`config.mk`:
```
export PLATFORM = sky130hd
export DESIGN_NAME = mem_addr_dstb
export DESIGN_NICKNAME = d
export VERILOG_FILES = /design/src/rtl/mem_addr_dstb_pkg.sv /design/src/rtl/mem_addr_dstb_decoder.sv /design/src/rtl/mem_addr_dstb.sv
export SDC_FILE = /design/constraint.sdc
export NUM_CORES = 1
export LEC_CHECK = 0
export BUFFER_PORTS_ARGS = -buffer_cell sky130_fd_sc_hd__clkbuf_2
export CAP_MARGIN = 20
export CORE_AREA = 2 2 180 182
export CTS_BUF_LIST = sky130_fd_sc_hd__clkbuf_16
export CTS_CLUSTER_DIAMETER = 200
export DETAILED_ROUTE_END_ITERATION = 12
export DIE_AREA = 0 0 182 184
export GPL_ROUTABILITY_DRIVEN = 1
export HOLD_SLACK_MARGIN = 0.03
export PLACE_DENSITY = 0.64
export SYNTH_ARGS = -nofsm -noshare
export SYNTH_HDL_FRONTEND = slang
export SYNTH_HIERARCHICAL = 1
export SYNTH_SLANG_ARGS = --single-unit
export TNS_END_PERCENT = 5
```
`constraint.sdc`:
```
create_clock -name clk -period 17.1 [get_ports clk]
set_input_delay 4.275 -clock clk [delete_from_list [all_inputs] [get_ports clk]]
set_output_delay 4.275 -clock clk [all_outputs]
set_load 0.005 [all_outputs]
```
`src/rtl/mem_addr_dstb_pkg.sv`:
```
// Shared types and constants for the MEM-stage address distributor.
package mem_addr_dstb_pkg;

  localparam logic [1:0] DSTB_RESP_OKAY   = 2'b00;
  localparam logic [1:0] DSTB_RESP_SLVERR = 2'b10;
  localparam logic [1:0] DSTB_RESP_DECERR = 2'b11;

  typedef enum logic [1:0] {
    ST_IDLE = 2'd0,
    ST_BUSY = 2'd1,
    ST_DONE = 2'd2,
    ST_ERR  = 2'd3
  } dstb_state_e;

  // $clog2 that never yields a zero-width vector.
  function automatic int clog2_min1(input int n);
    return (n <= 1) ? 1 : $clog2(n);
  endfunction

endpackage

```
`src/rtl/mem_addr_dstb_decoder.sv`:
```
// Priority window decoder: a target hits when (addr & MASK_i) == BASE_i,
// and the lowest matching index wins.
module mem_addr_dstb_decoder
  import mem_addr_dstb_pkg::*;
#(
  parameter int NUM_SLV = 2,
  parameter int ADDR_W  = 64,
  parameter int IDX_W   = clog2_min1(NUM_SLV),
  parameter logic [NUM_SLV*ADDR_W-1:0] SLV_BASE = '0,
  parameter logic [NUM_SLV*ADDR_W-1:0] SLV_MASK = '0
)(
  input  logic [ADDR_W-1:0] addr,
  output logic              hit,
  output logic [IDX_W-1:0]  idx
);

  always_comb begin
    hit = 1'b0;
    idx = '0;
    // Scanning downward lets the lowest index overwrite any higher match.
    for (int i = NUM_SLV - 1; i >= 0; i--) begin
      if ((addr & SLV_MASK[i*ADDR_W +: ADDR_W]) == SLV_BASE[i*ADDR_W +: ADDR_W]) begin
        hit = 1'b1;
        idx = IDX_W'(i);
      end
    end
  end

endmodule

```
`src/rtl/mem_addr_dstb.sv`:
```
// N-target address distributor: decodes a MEM-stage request, forwards it to one
// target, waits for ready (or timeout) and returns data/response/skip to the master.
module mem_addr_dstb
  import mem_addr_dstb_pkg::*;
#(
  parameter int NUM_SLV = 2,
  parameter int DATA_W  = 64,
  parameter int ADDR_W  = 64,
  parameter logic [NUM_SLV*ADDR_W-1:0] SLV_BASE = {64'h0200_0000, 64'h8000_0000},
  parameter logic [NUM_SLV*ADDR_W-1:0] SLV_MASK = {64'hFFFF_0000, 64'h8000_0000},
  parameter logic [NUM_SLV-1:0]        SKIP_VEC = 2'b10,
  parameter int TIMEOUT = 255
)(
  input  logic                      clk,
  input  logic                      rst,
  input  logic                      dstb_valid_i,
  input  logic                      dstb_req_i,
  input  logic [ADDR_W-1:0]         dstb_addr_i,
  input  logic [1:0]                dstb_size_i,
  input  logic [DATA_W-1:0]         dstb_data_write_i,
  output logic                      dstb_ready_o,
  output logic [DATA_W-1:0]         dstb_data_read_o,
  output logic [1:0]                dstb_resp_o,
  output logic                      dstb_skip_o,
  output logic [NUM_SLV-1:0]        slv_valid_o,
  output logic                      slv_req_o,
  output logic [ADDR_W-1:0]         slv_addr_o,
  output logic [1:0]                slv_size_o,
  output logic [DATA_W-1:0]         slv_data_write_o,
  input  logic [NUM_SLV-1:0]        slv_ready_i,
  input  logic [NUM_SLV*DATA_W-1:0] slv_data_read_i,
  input  logic [NUM_SLV*2-1:0]      slv_resp_i
);

  localparam int IDX_W = clog2_min1(NUM_SLV);
  localparam int CNT_W = clog2_min1(TIMEOUT + 1);
  localparam logic [CNT_W-1:0] TMO = CNT_W'(TIMEOUT);

  dstb_state_e        state, state_nxt;
  logic [IDX_W-1:0]   idx_q;
  logic [CNT_W-1:0]   cnt;
  logic               dec_hit;
  logic [IDX_W-1:0]   dec_idx;
  logic               sel_ready;
  logic [DATA_W-1:0]  sel_rdata;
  logic [1:0]         sel_resp;
  logic               sel_skip;
  logic               timeout_hit;

  mem_addr_dstb_decoder #(
    .NUM_SLV  (NUM_SLV),
    .ADDR_W   (ADDR_W),
    .IDX_W    (IDX_W),
    .SLV_BASE (SLV_BASE),
    .SLV_MASK (SLV_MASK)
  ) u_decoder (
    .addr (dstb_addr_i),
    .hit  (dec_hit),
    .idx  (dec_idx)
  );

  // Only the latched target's ready/data/resp are ever observed.
  always_comb begin
    sel_ready = 1'b0;
    sel_rdata = '0;
    sel_resp  = DSTB_RESP_OKAY;
    sel_skip  = 1'b0;
    for (int i = 0; i < NUM_SLV; i++) begin
      if (idx_q == IDX_W'(i)) begin
        sel_ready = slv_ready_i[i];
        sel_rdata = slv_data_read_i[i*DATA_W +: DATA_W];
        sel_resp  = slv_resp_i[i*2 +: 2];
        sel_skip  = SKIP_VEC[i];
      end
    end
  end

  assign timeout_hit = (TIMEOUT != 0) && (cnt == TMO);

  always_comb begin
    slv_valid_o = '0;
    if (state == ST_BUSY) begin
      for (int i = 0; i < NUM_SLV; i++) begin
        if (idx_q == IDX_W'(i)) slv_valid_o[i] = 1'b1;
      end
    end
  end

  assign dstb_ready_o = (state == ST_DONE) || (state == ST_ERR);

  always_comb begin
    state_nxt = state;
    case (state)
      ST_IDLE: if (dstb_valid_i) state_nxt = dec_hit ? ST_BUSY : ST_ERR;
      ST_BUSY: if (sel_ready || timeout_hit) state_nxt = ST_DONE;
      ST_DONE: state_nxt = ST_IDLE;
      ST_ERR:  state_nxt = ST_IDLE;
      default: state_nxt = ST_IDLE;
    endcase
  end

  always_ff @(posedge clk or posedge rst) begin
    if (rst) begin
      state            <= ST_IDLE;
      idx_q            <= '0;
      cnt              <= '0;
      slv_req_o        <= 1'b0;
      slv_addr_o       <= '0;
      slv_size_o       <= 2'b00;
      slv_data_write_o <= '0;
      dstb_data_read_o <= '0;
      dstb_resp_o      <= DSTB_RESP_OKAY;
      dstb_skip_o      <= 1'b0;
    end else begin
      state <= state_nxt;
      case (state)
        ST_IDLE: begin
          if (dstb_valid_i) begin
            slv_req_o        <= dstb_req_i;
            slv_addr_o       <= dstb_addr_i;
            slv_size_o       <= dstb_size_i;
            slv_data_write_o <= dstb_data_write_i;
            idx_q            <= dec_idx;
            cnt              <= '0;
            if (!dec_hit) begin
              dstb_data_read_o <= '0;
              dstb_resp_o      <= DSTB_RESP_DECERR;
              dstb_skip_o      <= 1'b0;
            end
          end
        end
        ST_BUSY: begin
          // Ready takes precedence over a timeout in the same cycle.
          if (sel_ready) begin
            dstb_data_read_o <= sel_rdata;
            dstb_resp_o      <= sel_resp;
            dstb_skip_o      <= sel_skip;
          end else if (timeout_hit) begin
            dstb_data_read_o <= '0;
            dstb_resp_o      <= DSTB_RESP_SLVERR;
            dstb_skip_o      <= sel_skip;
          end else begin
            cnt <= cnt + 1'b1;
          end
        end
        default: ;
      endcase
    end
  end

endmodule

```
==> results.py <==
metrics = {
    "status": {
        "outcome": "finished, final reports clean",
    },
    "critical_path": {
        "arrival_ps": 6960,
        "worstReg2RegEnd": "dstb_skip_o$_DFFE_PP0P_",
        "reg2reg_setup_slack_ps": 13810,
        "path_class": "primary input to flop",
        "end_kind": "flop",
        "rr_worst_depth": 6,
        "path_max_fanout": 45,
        "critPathLaunchType": "primary input",
        "worstPathRequired_ps": 17500,
        "timing.rr.start": "state[1]$_DFFE_PP0P_",
    },
    "timing": {
        "maxSlewHeadroom_pct": 31.32,
        "worstMarginPinSlew_ps": 1030,
        "fin_crit_sh_pct": 38.36,
        "period_minus_slack_ps": 6559,
        "setup_violations": 0,
        "fin_skew_ps": 10.77,
        "grt_setup_unrepaired": "false",
        "fmax_ghz": 0.1525,
        "tns_ps": 0,
        "timing_hold_violations_final": 0,
        "drv_slew": 0,
    },
    "logic_synthesis": {
        "syn_nets": 837,
        "ys_warn_count": 6,
        "synth-edff-count": 0,
        "ys_seq_area_share_pct": 58.22,
        "synth_area_sq_um": 8984,
        "postSynthAreaPerCell_sq_um": 15.82,
        "synth_most_common_cell": "dfrtp_1",
        "synthFlopType": "dfrtp_1",
        "synth_seq_cells": 209,
        "synth.top_cells.by_count": "dfrtp_1, mux2_2, mux2i_1",
        "synth_largest_area_cell": "dfrtp_1",
        "async_flop_share_pct": 100.0,
        "synthCells": 568,
        "synth.distinct_cells": 40,
        "synth_top_area_share_pct": 58.22,
        "ys_top_cells_by_area": "dfrtp_1, mux2_2, o2bb2ai_2",
    },
    "die": {
        "die_y_um": 184,
        "die_area_sq_um": 33490,
        "core-area_sq_um": 31390,
        "rows": 65,
        "ioPinCount": 469,
        "chipWidth_um": 182,
        "start_util_pct": 28.62,
    },
    "route": {
        "drt_wl_total_um": 25480,
        "wl_per_cell_um": 17.61,
        "num_vias": 6535,
        "antenna_left": 0,
        "drt_iter0_markers": 216,
        "drc": 0,
        "viasPerCell": 4.516,
        "dr.pass1.iters": 4,
    },
    "layout": {
        "drive_above_1_share_pct": 67.85,
        "postLayoutCoreUtil_pct": 39.32,
        "area_delta_synth_final_pct": 37.41,
        "antenna_cells": 0,
        "final_area_sq_um": 12340,
        "nets": 1300,
        "fillers": 3014,
    },
    "pwr": {
        "powerDensity_nw_per_um2": 174.3,
        "p_leak_nw": 5.913,
        "ir_drop_v": 0.0001037,
    },
    "clocking": {
        "htreeDepth": 1,
        "clkTransAtPathRegs_ps": 60,
        "root_buffer": "clkbuf_16",
        "cts_resized": 0,
        "cts_setup_buffers": 0,
        "clock_sinks": 209,
        "numCtsBuffers": 24,
        "cts_tree": "yes",
        "cts_buffer_depth": 3,
        "clkLatencyLatePin_ps": 520,
        "cts_hold_buf": 0,
    },
    "placement": {
        "gp_congestion": 0.7795,
        "dp_hpwl_um": 19530,
        "portBuffers": 468,
        "placed_cell_area_sq_um": 11630,
    },
    "grt": {
        "antenna_found_initial": 0,
        "grt.total_usage_pct": 14.63,
        "grt_first_pass_wirelength_um": 38520,
        "grt-ovfl-total": 0,
        "first_global_vias": 6846,
        "grt_max_degree": 78,
    },
    "worst_hold_path": {
        "min_path_cells": 1,
        "min_path_type": "flop to flop",
        "hp-start": "dstb_data_read_o[50]$_DFFE_PP0P_",
        "hold_end": "dstb_data_read_o[50]$_DFFE_PP0P_",
    },
    "flow_run": {
        "cap_violations": 0,
    },
}
## placed cells by master, fill, tap and decap left out, drive strengths merged, types with 2 or more instances in the layout
cell type  instances
buf                8
a21oi              5
nand4              2
o21ai              3
clkinv             9
o2bb2ai           65
nand2b             2
o211ai             2
mux2i             66
a31oi              2
inv               11
o21a               2
dfrtp            209
and3               3
and2               2
nand3              3
o22a               2
nor2               3
nor4               3
nand2              3
nor3               2
clkbuf           492
mux2             134
## critical path, cell delays in order
cell      delay (ps)
clkbuf_2          90
nor4_1           510
a41o_1           300
inv_1             70
a21oi_1          130
or3_4            370
buf_4            630
inv_1            230
mux2_2           320
## routing by layer
layer / vias to the layer above / track usage [%] / share of wire [%]
met1: 3147 / 16.29 / 37
met4: 0 / 3.871 / 1.8
met5: - / 0 / 0
li1: 3038 / - / -
met2: 319 / 26.12 / 50
met3: 31 / 5.666 / 11
## worst max path at each step
stage                         start                       to  slack (ps)  cells after the start
finish              dstb_addr_i[27]  dstb_skip_o$_DFFE_PP0P_       10540                      9
global route        dstb_addr_i[27]  dstb_skip_o$_DFFE_PP0P_       10420                      9
CTS                 dstb_addr_i[27]  dstb_skip_o$_DFFE_PP0P_       10530                      9
detailed placement  dstb_addr_i[27]  dstb_skip_o$_DFFE_PP0P_        9970                      9
global placement    dstb_addr_i[27]  dstb_skip_o$_DFFE_PP0P_       10000                      9
floorplan                       rst       cnt[0]$_DFFE_PP0P_        7120                      1
## state kept, by name (all words and copies together) (netlist names)
name,flops
idx_q,1
cnt,8
state,2
dstb_skip_o,1
slv_addr_o,64
slv_size_o,2
dstb_resp_o,2
slv_req_o,1
slv_data_write_o,64
dstb_data_read_o,64
## report_power, final
group          total (mW)  internal, mW  switching, mW
combinational       0.793         0.442          0.351
sequential          0.890         0.740          0.150
clock               0.469         0.268          0.200
## cells by family (layout without fill, tap and decap cells)
logic type | after synthesis | after routing | synth area share (%)
buffers and inverters | 44 | 521 | 3.301
DFF | 209 | 209 | 58.22
AOI/OAI and AO/OA | 86 | 86 | 12.16
muxes | 200 | 200 | 24.15
adders and majority gates | 1 | 1 | 0.1393
and+or+nand+nor | 28 | 28 | 2.033
## layout make-up
cell class	count	area, sq um	area share [%]
multi-input combinational	315	3470	28.11
sequential	209	5234	42.40
clock inverter	16	108.9	0.8818
timing repair buffer	476	2402	19.46
tap	402	503.0	4.075
clock buffer	24	600.6	4.865
inverter	5	26.28	0.2129
## through the flow
stage | hold slack [ps] | setup WS (ps) | total power [mW] | instances
after floorplan | 471.0 | 7116 | 1.347 | 568
after global placement | 471.6 | 10000 | 1.688 | 1407
after detailed placement | 475.7 | 9971 | 1.710 | 1407
after CTS | 493.9 | 10530 | 2.197 | 1447
after global routing | 501.2 | 10420 | 2.298 | 1447
final | 489.8 | 10540 | 2.152 | 1447
Power figures use the tool's default switching activity.
